<file path="config.mk">
export PLATFORM = sky130hd
export DESIGN_NAME = seg_scan_decoder
export DESIGN_NICKNAME = d
export VERILOG_FILES = /design/src/rtl/seg_pkg.sv /design/src/rtl/seg_glyph_lookup.sv /design/src/rtl/seg_scan_decoder.sv
export SDC_FILE = /design/constraint.sdc
export NUM_CORES = 1
export LEC_CHECK = 0
export CAP_MARGIN = 15
export CORE_ASPECT_RATIO = 2
export CORE_MARGIN = 2
export CORE_UTILIZATION = 35
export DETAILED_ROUTE_END_ITERATION = 8
export GPL_ROUTABILITY_DRIVEN = 0
export PLACE_DENSITY_LB_ADDON = 0.08
export SYNTH_ARGS = -nofsm -noshare
export SYNTH_HDL_FRONTEND = slang
export SYNTH_SLANG_ARGS = --single-unit
</file>
<file path="constraint.sdc">
create_clock -name clk -period 2.9 [get_ports clk]
set_clock_uncertainty 0.15 [all_clocks]
set_input_delay 0.58 -clock clk [delete_from_list [all_inputs] [get_ports clk]]
set_output_delay 0.58 -clock clk [all_outputs]
set_load 0.02 [all_outputs]
</file>
<file path="src/rtl/seg_pkg.sv">
// Shared 7-segment definitions: glyph table, special codes and the frame slot payload.
// The display encoder drives the bus from the same table, so both ends always agree.
package seg_pkg;

  localparam int unsigned SEG_W      = 7;
  localparam int unsigned CODE_W     = 5;
  localparam int unsigned NUM_DIGITS = 4;
  localparam int unsigned NUM_GLYPHS = 17;

  localparam logic [CODE_W-1:0] CODE_BLANK = 5'd17;
  localparam logic [CODE_W-1:0] CODE_BAD   = 5'd31;

  // Active-high segment bit positions within a 7-bit pattern
  typedef enum int unsigned {
    SEG_A = 0, SEG_B = 1, SEG_C = 2, SEG_D = 3, SEG_E = 4, SEG_F = 5, SEG_G = 6
  } seg_bit_e;

  typedef struct packed {
    logic [CODE_W-1:0] code;
    logic              dp;
  } slot_t;

  // Active-high glyph for codes 0-16 (hex digits plus '-' for 16)
  function automatic logic [SEG_W-1:0] glyph_pattern(input logic [CODE_W-1:0] code);
    case (code)
      5'd0:    glyph_pattern = 7'h3F;
      5'd1:    glyph_pattern = 7'h06;
      5'd2:    glyph_pattern = 7'h5B;
      5'd3:    glyph_pattern = 7'h4F;
      5'd4:    glyph_pattern = 7'h66;
      5'd5:    glyph_pattern = 7'h6D;
      5'd6:    glyph_pattern = 7'h7D;
      5'd7:    glyph_pattern = 7'h07;
      5'd8:    glyph_pattern = 7'h7F;
      5'd9:    glyph_pattern = 7'h6F;
      5'd10:   glyph_pattern = 7'h77;
      5'd11:   glyph_pattern = 7'h7C;
      5'd12:   glyph_pattern = 7'h39;
      5'd13:   glyph_pattern = 7'h5E;
      5'd14:   glyph_pattern = 7'h79;
      5'd15:   glyph_pattern = 7'h71;
      5'd16:   glyph_pattern = 7'h40;
      default: glyph_pattern = 7'h00;
    endcase
  endfunction

endpackage

</file>
<file path="src/rtl/seg_glyph_lookup.sv">
// Reverse glyph lookup: active-high 7-bit segment pattern to display code.
// All-off maps to CODE_BLANK; anything outside the table maps to CODE_BAD.
module seg_glyph_lookup
  import seg_pkg::*;
(
  input  logic [SEG_W-1:0]  pattern,
  output logic [CODE_W-1:0] code_c
);

  always_comb begin
    code_c = CODE_BAD;
    if (pattern == '0) begin
      code_c = CODE_BLANK;
    end
    for (int unsigned i = 0; i < NUM_GLYPHS; i++) begin
      if (pattern == glyph_pattern(CODE_W'(i))) begin
        code_c = CODE_W'(i);
      end
    end
  end

endmodule

</file>
<file path="src/rtl/seg_scan_decoder.sv">
// Receiver for the multiplexed four-digit 7-segment bus: tracks stable digit windows,
// captures each position into a shadow frame and publishes all four positions together.
module seg_scan_decoder
  import seg_pkg::*;
#(
  parameter int unsigned STABLE_CYCLES = 4,
  parameter int unsigned STALE_CYCLES  = 65536
) (
  input  logic                  clk,
  input  logic                  reset,
  input  logic [NUM_DIGITS-1:0] Anodes,
  input  logic [7:0]            Cathodes,
  output logic [CODE_W-1:0]     digit0,
  output logic [CODE_W-1:0]     digit1,
  output logic [CODE_W-1:0]     digit2,
  output logic [CODE_W-1:0]     digit3,
  output logic [NUM_DIGITS-1:0] blank,
  output logic [NUM_DIGITS-1:0] dp,
  output logic                  frame_done,
  output logic                  pattern_err,
  output logic                  multi_err,
  output logic                  stale
);

  localparam int unsigned WIN_W   = $clog2(STABLE_CYCLES + 1);
  localparam int unsigned STALE_W = $clog2(STALE_CYCLES + 1);
  localparam int unsigned SEL_W   = $clog2(NUM_DIGITS);

  typedef enum logic [1:0] {IDLE, TRACK, CAPTURED} state_t;

  logic [NUM_DIGITS-1:0] an_meta, an_sync, an_prev;
  logic [7:0]            ca_meta, ca_sync, ca_prev;
  logic                  multi_prev;

  logic [2:0]       low_count_c;
  logic [SEL_W-1:0] sel_c;
  logic             single_c, multi_c;

  state_t           state, state_next;
  logic [WIN_W-1:0] win_cnt, win_cnt_next;
  logic             capture_c;

  logic [CODE_W-1:0]     code_c;
  slot_t                 shadow [NUM_DIGITS];
  logic [NUM_DIGITS-1:0] seen;
  logic                  commit_c;

  logic [STALE_W-1:0] stale_cnt, stale_cnt_next;

  // Two-flop synchronizers plus one-cycle history for change detection
  always_ff @(posedge clk) begin
    if (reset) begin
      an_meta    <= '1;
      an_sync    <= '1;
      an_prev    <= '1;
      ca_meta    <= '1;
      ca_sync    <= '1;
      ca_prev    <= '1;
      multi_prev <= 1'b0;
    end else begin
      an_meta    <= Anodes;
      an_sync    <= an_meta;
      an_prev    <= an_sync;
      ca_meta    <= Cathodes;
      ca_sync    <= ca_meta;
      ca_prev    <= ca_sync;
      multi_prev <= multi_c;
    end
  end

  always_comb begin
    low_count_c = '0;
    sel_c       = '0;
    for (int unsigned i = 0; i < NUM_DIGITS; i++) begin
      if (!an_sync[i]) begin
        low_count_c = low_count_c + 3'd1;
        sel_c       = SEL_W'(i);
      end
    end
    single_c = (low_count_c == 3'd1);
    multi_c  = (low_count_c > 3'd1);
  end

  always_ff @(posedge clk) begin
    if (reset) begin
      state   <= IDLE;
      win_cnt <= '0;
    end else begin
      state   <= state_next;
      win_cnt <= win_cnt_next;
    end
  end

  // Window tracking: any anode change restarts; cathode changes only matter before capture
  always_comb begin
    state_next   = state;
    win_cnt_next = win_cnt;
    capture_c    = 1'b0;
    unique case (state)
      TRACK: begin
        if ((an_sync == an_prev) && (ca_sync == ca_prev)) begin
          win_cnt_next = win_cnt + WIN_W'(1);
          if (win_cnt_next == WIN_W'(STABLE_CYCLES)) begin
            capture_c  = 1'b1;
            state_next = CAPTURED;
          end
        end else if (single_c) begin
          win_cnt_next = WIN_W'(1);
        end else begin
          state_next = IDLE;
        end
      end
      CAPTURED: begin
        if (an_sync != an_prev) begin
          if (single_c) begin
            state_next   = TRACK;
            win_cnt_next = WIN_W'(1);
          end else begin
            state_next = IDLE;
          end
        end
      end
      default: begin
        if (single_c) begin
          state_next   = TRACK;
          win_cnt_next = WIN_W'(1);
        end
      end
    endcase
  end

  seg_glyph_lookup u_lookup (
    .pattern (~ca_sync[SEG_W-1:0]),
    .code_c  (code_c)
  );

  assign commit_c = &seen;

  // Shadow capture and frame commit
  always_ff @(posedge clk) begin
    if (reset) begin
      seen        <= '0;
      frame_done  <= 1'b0;
      pattern_err <= 1'b0;
      multi_err   <= 1'b0;
      digit0      <= CODE_BLANK;
      digit1      <= CODE_BLANK;
      digit2      <= CODE_BLANK;
      digit3      <= CODE_BLANK;
      blank       <= '1;
      dp          <= '0;
      for (int i = 0; i < NUM_DIGITS; i++) begin
        shadow[i] <= '{code: CODE_BLANK, dp: 1'b0};
      end
    end else begin
      frame_done  <= commit_c;
      pattern_err <= capture_c && (code_c == CODE_BAD);
      multi_err   <= multi_c && !multi_prev;
      seen        <= (commit_c ? '0 : seen) |
                     (capture_c ? (NUM_DIGITS'(1) << sel_c) : '0);
      if (capture_c) begin
        shadow[sel_c] <= '{code: code_c, dp: ~ca_sync[7]};
      end
      if (commit_c) begin
        digit0 <= shadow[0].code;
        digit1 <= shadow[1].code;
        digit2 <= shadow[2].code;
        digit3 <= shadow[3].code;
        for (int i = 0; i < NUM_DIGITS; i++) begin
          blank[i] <= (shadow[i].code == CODE_BLANK);
          dp[i]    <= shadow[i].dp;
        end
      end
    end
  end

  // Stale watchdog: restarts on each commit, saturates when frames stop arriving
  always_comb begin
    stale_cnt_next = stale_cnt;
    if (commit_c) begin
      stale_cnt_next = '0;
    end else if (stale_cnt != STALE_W'(STALE_CYCLES)) begin
      stale_cnt_next = stale_cnt + STALE_W'(1);
    end
  end

  always_ff @(posedge clk) begin
    if (reset) begin
      stale_cnt <= STALE_W'(STALE_CYCLES);
      stale     <= 1'b1;
    end else begin
      stale_cnt <= stale_cnt_next;
      stale     <= (stale_cnt_next == STALE_W'(STALE_CYCLES));
    end
  end

endmodule

</file>
==> Word level (Yosys, flattened, before mapping) <==
Memory sizes are Yosys's and may differ from the RTL's.
Index checks and enable logic that the tools add are counted.
{ "totals": {"output_inout_bits": 32, "mem_count": 1, "inputBits": 14, "regBits": 95, "ram_bits": 24} }
{ "classes": {"shifts": 1, "addsub": 5, "mux": 51, "magnitude_cmp": 1, "bitwise": 3, "n_reduce_logical": 9, "eq_ne": 34} }
{ "memory_table": {"columns": ["name", "depth", "width", "read_ports", "rd_clocked_by_memory_dff", "write_ports", "line", "rtl"], "rows": [
  ["shadow", 4, 6, 4, 0, 4, "seg_scan_decoder.sv:44", "slot_t shadow [NUM_DIGITS];"]
]} }
{ "ops": {"columns": ["cell", "n"], "rows": [
  ["7-bit == test (second input constant)", 13],
  ["5-bit 2-to-1 mux", 17],
  ["17-bit 2-to-1 mux", 2],
  ["5-bit == test (second input constant)", 5],
  ["3-bit 2-to-1 mux", 6],
  ["17-bit by 1-bit adder with 17-bit output (second input constant)", 1],
  ["17-bit == test (second input constant)", 1],
  ["17-bit != test (second input constant)", 1],
  ["2-bit 2-to-1 mux", 8],
  ["7-bit by 3-bit == test with 1-bit output (second input constant)", 2],
  ["7-bit by 6-bit == test with 1-bit output (second input constant)", 2],
  ["3-bit by 1-bit adder with 3-bit output (second input constant)", 4],
  ["1-bit 2-to-1 mux", 12],
  ["4-bit 2-to-1 mux", 3],
  ["8-bit == test", 1],
  ["4-bit AND reduction", 2],
  ["7-bit zero test", 1],
  ["7-bit NOT", 1],
  ["6-bit 2-to-1 mux", 1],
  ["3-bit != test (second input constant)", 2],
  ["3-bit one-hot mux with 2 select lines", 1],
  ["6-bit OR reduction", 1],
  ["4-bit == test", 1],
  ["4-bit != test", 1],
  ["13 further kinds", 15]
]} }

==> Longest topological paths before layout <==
{ "depth": {"ltp_word": 22, "ltp_mapped": 10, "mapped_depth_nobuf": 10} }

==> Cells and area by module <==
A second synthesis with hierarchy kept.
{ "unflattened": {"hier_cells": 558, "area_unflattened_um2": 5222.5} }
{ "modules_own_cells": {"columns": ["mod", "area_per_inst_um2", "n_inst", "cells_each", "seq_area_each_um2"], "rows": [
  ["seg_scan_decoder", 4832.1, 1, 498, 2622.5],
  ["seg_glyph_lookup", 390.4, 1, 60, 0.0]
]} }

==> Worst setup path before layout <==
No wires, ideal clock.
{ "synth_timing": {"path_kind": "reg2reg", "startpoint": "register an_sync[1]", "endpoint": "register win_cnt[0]", "path_slack_ps": 456, "stages_incl_launch_ff": 9, "setup_ps": 96, "required_time_ps": 2654, "t_arrival_ps": 2198, "path_buffers": 0, "synth_period_minus_slack_ps": 2444, "cell_sequence": "dfxtp_1 inv_1 ha_1 xnor2_1 ha_1 o41a_1 a21o_1 and2_1 o41ai_2"} }
{ "synth_via": {"elab_chain_len": 9, "word_cells_on_any_way": 14, "classes_between": "add/sub: 2; eq/ne: 4; mux: 7; reduce/logical: 1"} }
{ "synth_lines": {"columns": ["element", "line", "rtl"], "rows": [
  ["start: declaration", "seg_scan_decoder.sv:31", "logic [NUM_DIGITS-1:0] an_meta, an_sync, an_prev;"],
  ["start signal: assignment", "seg_scan_decoder.sv:62", "an_sync <= an_meta;"],
  ["3-bit 2-to-1 mux", "seg_scan_decoder.sv:75", "if (!an_sync[i]) begin"],
  ["3-bit by 1-bit adder with 3-bit output", "seg_scan_decoder.sv:76", "low_count_c = low_count_c + 3'd1;"],
  ["3-bit 2-to-1 mux", "seg_scan_decoder.sv:75", null],
  ["3-bit by 1-bit adder with 3-bit output", "seg_scan_decoder.sv:76", null],
  ["3-bit 2-to-1 mux", "seg_scan_decoder.sv:75", null],
  ["3-bit by 1-bit == test with 1-bit output", "seg_scan_decoder.sv:80", "single_c = (low_count_c == 3'd1);"],
  ["3-bit 2-to-1 mux", null, null],
  ["3-bit 2-to-1 mux, on equally long branches", null, null],
  ["3-bit one-hot mux with 2 select lines", "seg_scan_decoder.sv:99", "unique case (state)"],
  ["end signal: assignment", "seg_scan_decoder.sv:90", "win_cnt <= win_cnt_next;"],
  ["end: declaration", "seg_scan_decoder.sv:40", "logic [WIN_W-1:0] win_cnt, win_cnt_next;"]
]} }
Parallel ways exist; a longest one is shown, timed or not. The select of a mux whose other input is x is not followed.
A chain may end at the register's enable or synchronous reset.

==> Worst setup path after layout <==
Same ends and word-level chain as after synthesis.

==> results.sh <==
export IMPL_yosys_warnings=0
export IMPL_synth_cell_types=63
export IMPL_power_density_nw_per_um2=623.7
export IMPL_worstPathRequired_ns=3.06
export IMPL_grt_max_degree=32
export IMPL_fin_crit_sh=0.9179
export IMPL_setup_viol=0
export IMPL_placed_cells=769
export IMPL_rsz0062_at_grt="false"
export IMPL_dp_hpwl_um=7771
export IMPL_finalWorstPathRequiredPeriod_ns=2.662
export IMPL_via_per_inst=4.831
export IMPL_clock_latency_ns=0.41
export IMPL_max_freq_mhz=375.7
export IMPL_grt_pass1_wl_um=18270
export IMPL_ys_flop_type="dfxtp_1"
export IMPL_cp_slowest_cell="o41a_1"
export IMPL_crit_path_max_fanout=5
export IMPL_wl_per_cell_um=13.23
export IMPL_holdPathStages=1
export IMPL_synth_edff_count=24
export IMPL_nFillCells=1477
export IMPL_portBuffers=45
export IMPL_relSlewSlack=0.5432
export IMPL_io_pin_count=46
export IMPL_hold_end="multi_err"
export IMPL_die_width_um=89.97
export IMPL_timing_rr_start="an_sync[1]"
export IMPL_postCtsSetupBuffers=0
export IMPL_initialDrtViolationCount=134
export IMPL_cts_tree="yes"
export IMPL_antenna_found_initial=0
export IMPL_netlist_instances=555
export IMPL_crit_chain="inv_1 -> ha_1 -> xnor2_1 -> ha_1 -> o41a_1 -> a21o_1 -> and2_1 -> o41ai_2"
export IMPL_syn_cell_area_um2=5174
export IMPL_critical_path_class="register to register"
export IMPL_drv_cap=0
export IMPL_worstSetupPathDepth=8
export IMPL_syn_area_per_cell_um2=9.322
export IMPL_core_area_um2=14430
export IMPL_reg2reg_depth=8
export IMPL_cts_sinks=119
export IMPL_cp_start_kind="register"
export IMPL_fin_cells=801
export IMPL_setup_tns_ns=0
export IMPL_cts_buffer_depth=2
export IMPL_timing_rr_end="win_cnt[0]"
export IMPL_num_rows=62
export IMPL_cp_common_cell="ha_1"
export IMPL_ys_seq_area_frac=0.5069
export IMPL_layout_common_cells="dfxtp_1, nand2_1, nor2_1"
export IMPL_grt_use_total=0.1447
export IMPL_holdBufCountCts=0
export IMPL_final_max_slew_viol_count=0
export IMPL_ys_ff_latch=119
export IMPL_min_path_type="register to register"
export IMPL_synth_net_count=576
export IMPL_status="completed"
export IMPL_final_common_cell="dfxtp_1"
export IMPL_ctsResizeCount=0
export IMPL_vdd_ir_drop_worst_mv=0.4572
export IMPL_drtPass1Iterations=4
export IMPL_root_buffer="clkbuf_16"
export IMPL_clk_pin_slew_worst_paths_ns=0.05
export IMPL_cp_slowest_stage_delay_ns=0.47
export IMPL_hold_viol=0
export IMPL_dieHeight_um=175.9
export IMPL_grt_pass1_vias=3852
export IMPL_power_total_mw=3.980
export IMPL_htreeDepth=4
export IMPL_async_flop_share=0
export IMPL_p_leak_nw=2.383
export IMPL_area_growth_pct=23.34
export IMPL_wl_um=10600
export IMPL_num_antenna_cells=0
export IMPL_drcViolationCount=0
export IMPL_start_util=0.3586
export IMPL_gr_total_overflow=0
export IMPL_path_buf_inv=1
export IMPL_hp_start="multi_prev"
export IMPL_final_nets=617
export IMPL_vias=3870
export IMPL_cts_buffers=17
export IMPL_whs_ns=0.2331
export IMPL_cp_arrival_ns=2.82
export IMPL_critPathTopFamily="compound AO/OA/AOI/OAI gates"
export IMPL_antenna_left=0
export IMPL_drive_above_1_share=0.1708
export IMPL_die_area_um2=15830
export IMPL_r2r_setup_slack_ns=0.24
export IMPL_cp_end_kind="register"
export IMPL_tightest_slew_ns=0.6780
[logic make-up after synthesis]
family	count (synthesis)	synth area share
AOI/OAI and AO/OA	74	0.09359
xor gates and xnor gates	31	0.05538
adders and majority gates	7	0.01693
buffers and inverters	52	0.04304
DFF	119	0.5069
muxes	6	0.01233
and+or+nand+nor	266	0.2718
[flip-flops by register name (all words and copies together) (netlist names), 2 cells and up]
signal / flops
shadow: 24
digit2: 5
ca_meta: 8
dp: 4
seen: 4
win_cnt: 3
ca_prev: 8
state: 2
digit0: 5
digit1: 5
ca_sync: 8
an_meta: 4
an_prev: 4
an_sync: 4
digit3: 5
stale_cnt: 17
blank: 4
[synthesized netlist by cell type (all sizes together), types with 6 or more instances]
master   n  share of area
o21ai    7         0.0068
nand3   12          0.012
nor3    11          0.011
nor4    12          0.019
nand3b  11          0.017
a21oi   31          0.030
nand4    8          0.014
xor2     6          0.010
or3      6         0.0073
dfxtp   95           0.37
inv     14          0.010
clkbuf  23          0.017
or2     44          0.054
nor2    48          0.035
o21bai   6         0.0087
buf     15          0.016
ha       7          0.017
nand2   84          0.061
xnor2   25          0.045
edfxtp  24           0.14
[where the power goes]
part / switching, mW / internal, mW
sequential: 0.0250 / 1.72
clock: 0.775 / 1.27
combinational: 0.104 / 0.0912
total: 0.903 / 3.08
[layout make-up]
type / instances / area, µm² / share of cell area
Multi-Input combinational cell: 384 / 2328 / 0.3649
Clock buffer: 17 / 425.4 / 0.06667
Sequential cell: 119 / 2623 / 0.4110
Timing Repair Buffer: 60 / 558.0 / 0.08745
Tap cell: 192 / 240.2 / 0.03765
Inverter: 14 / 52.55 / 0.008235
Clock inverter: 15 / 153.9 / 0.02412
[stage by stage]
| stage | cell area (µm²) | util | setup WS (ns) |
|---|---|---|---|
| after floorplan | 5174 | - | 0.4562 |
| after global placement | 5802 | 0.4021 | 0.3665 |
| after detailed placement | 5802 | 0.4021 | 0.2570 |
| after CTS | 6381 | 0.4422 | 0.2212 |
| after global routing | 6381 | 0.4422 | 0.04932 |
| final | 6381 | 0.4422 | 0.2380 |
[how the worst max path moves through the flow]
stage | startpoint | end | slack [ns]
after global placement | an_sync[1] | win_cnt[0] | 0.37
after CTS | an_sync[1] | win_cnt[0] | 0.22
after global routing | an_sync[1] | win_cnt[0] | 0.05
after floorplan | an_sync[1] | win_cnt[0] | 0.46
final | an_sync[1] | win_cnt[0] | 0.24
after detailed placement | an_sync[1] | win_cnt[0] | 0.26
[per-layer routing]
metal | up-vias | share of wire | GRT usage
met4 | 0 | 0.019 | 0.06923
met2 | 69 | 0.55 | 0.2708
met5 | - | 0 | 0
met1 | 1806 | 0.40 | 0.1510
met3 | 16 | 0.031 | 0.03372
li1 | 1979 | - | -
No activity file was read; power rests on OpenSTA's default activity.
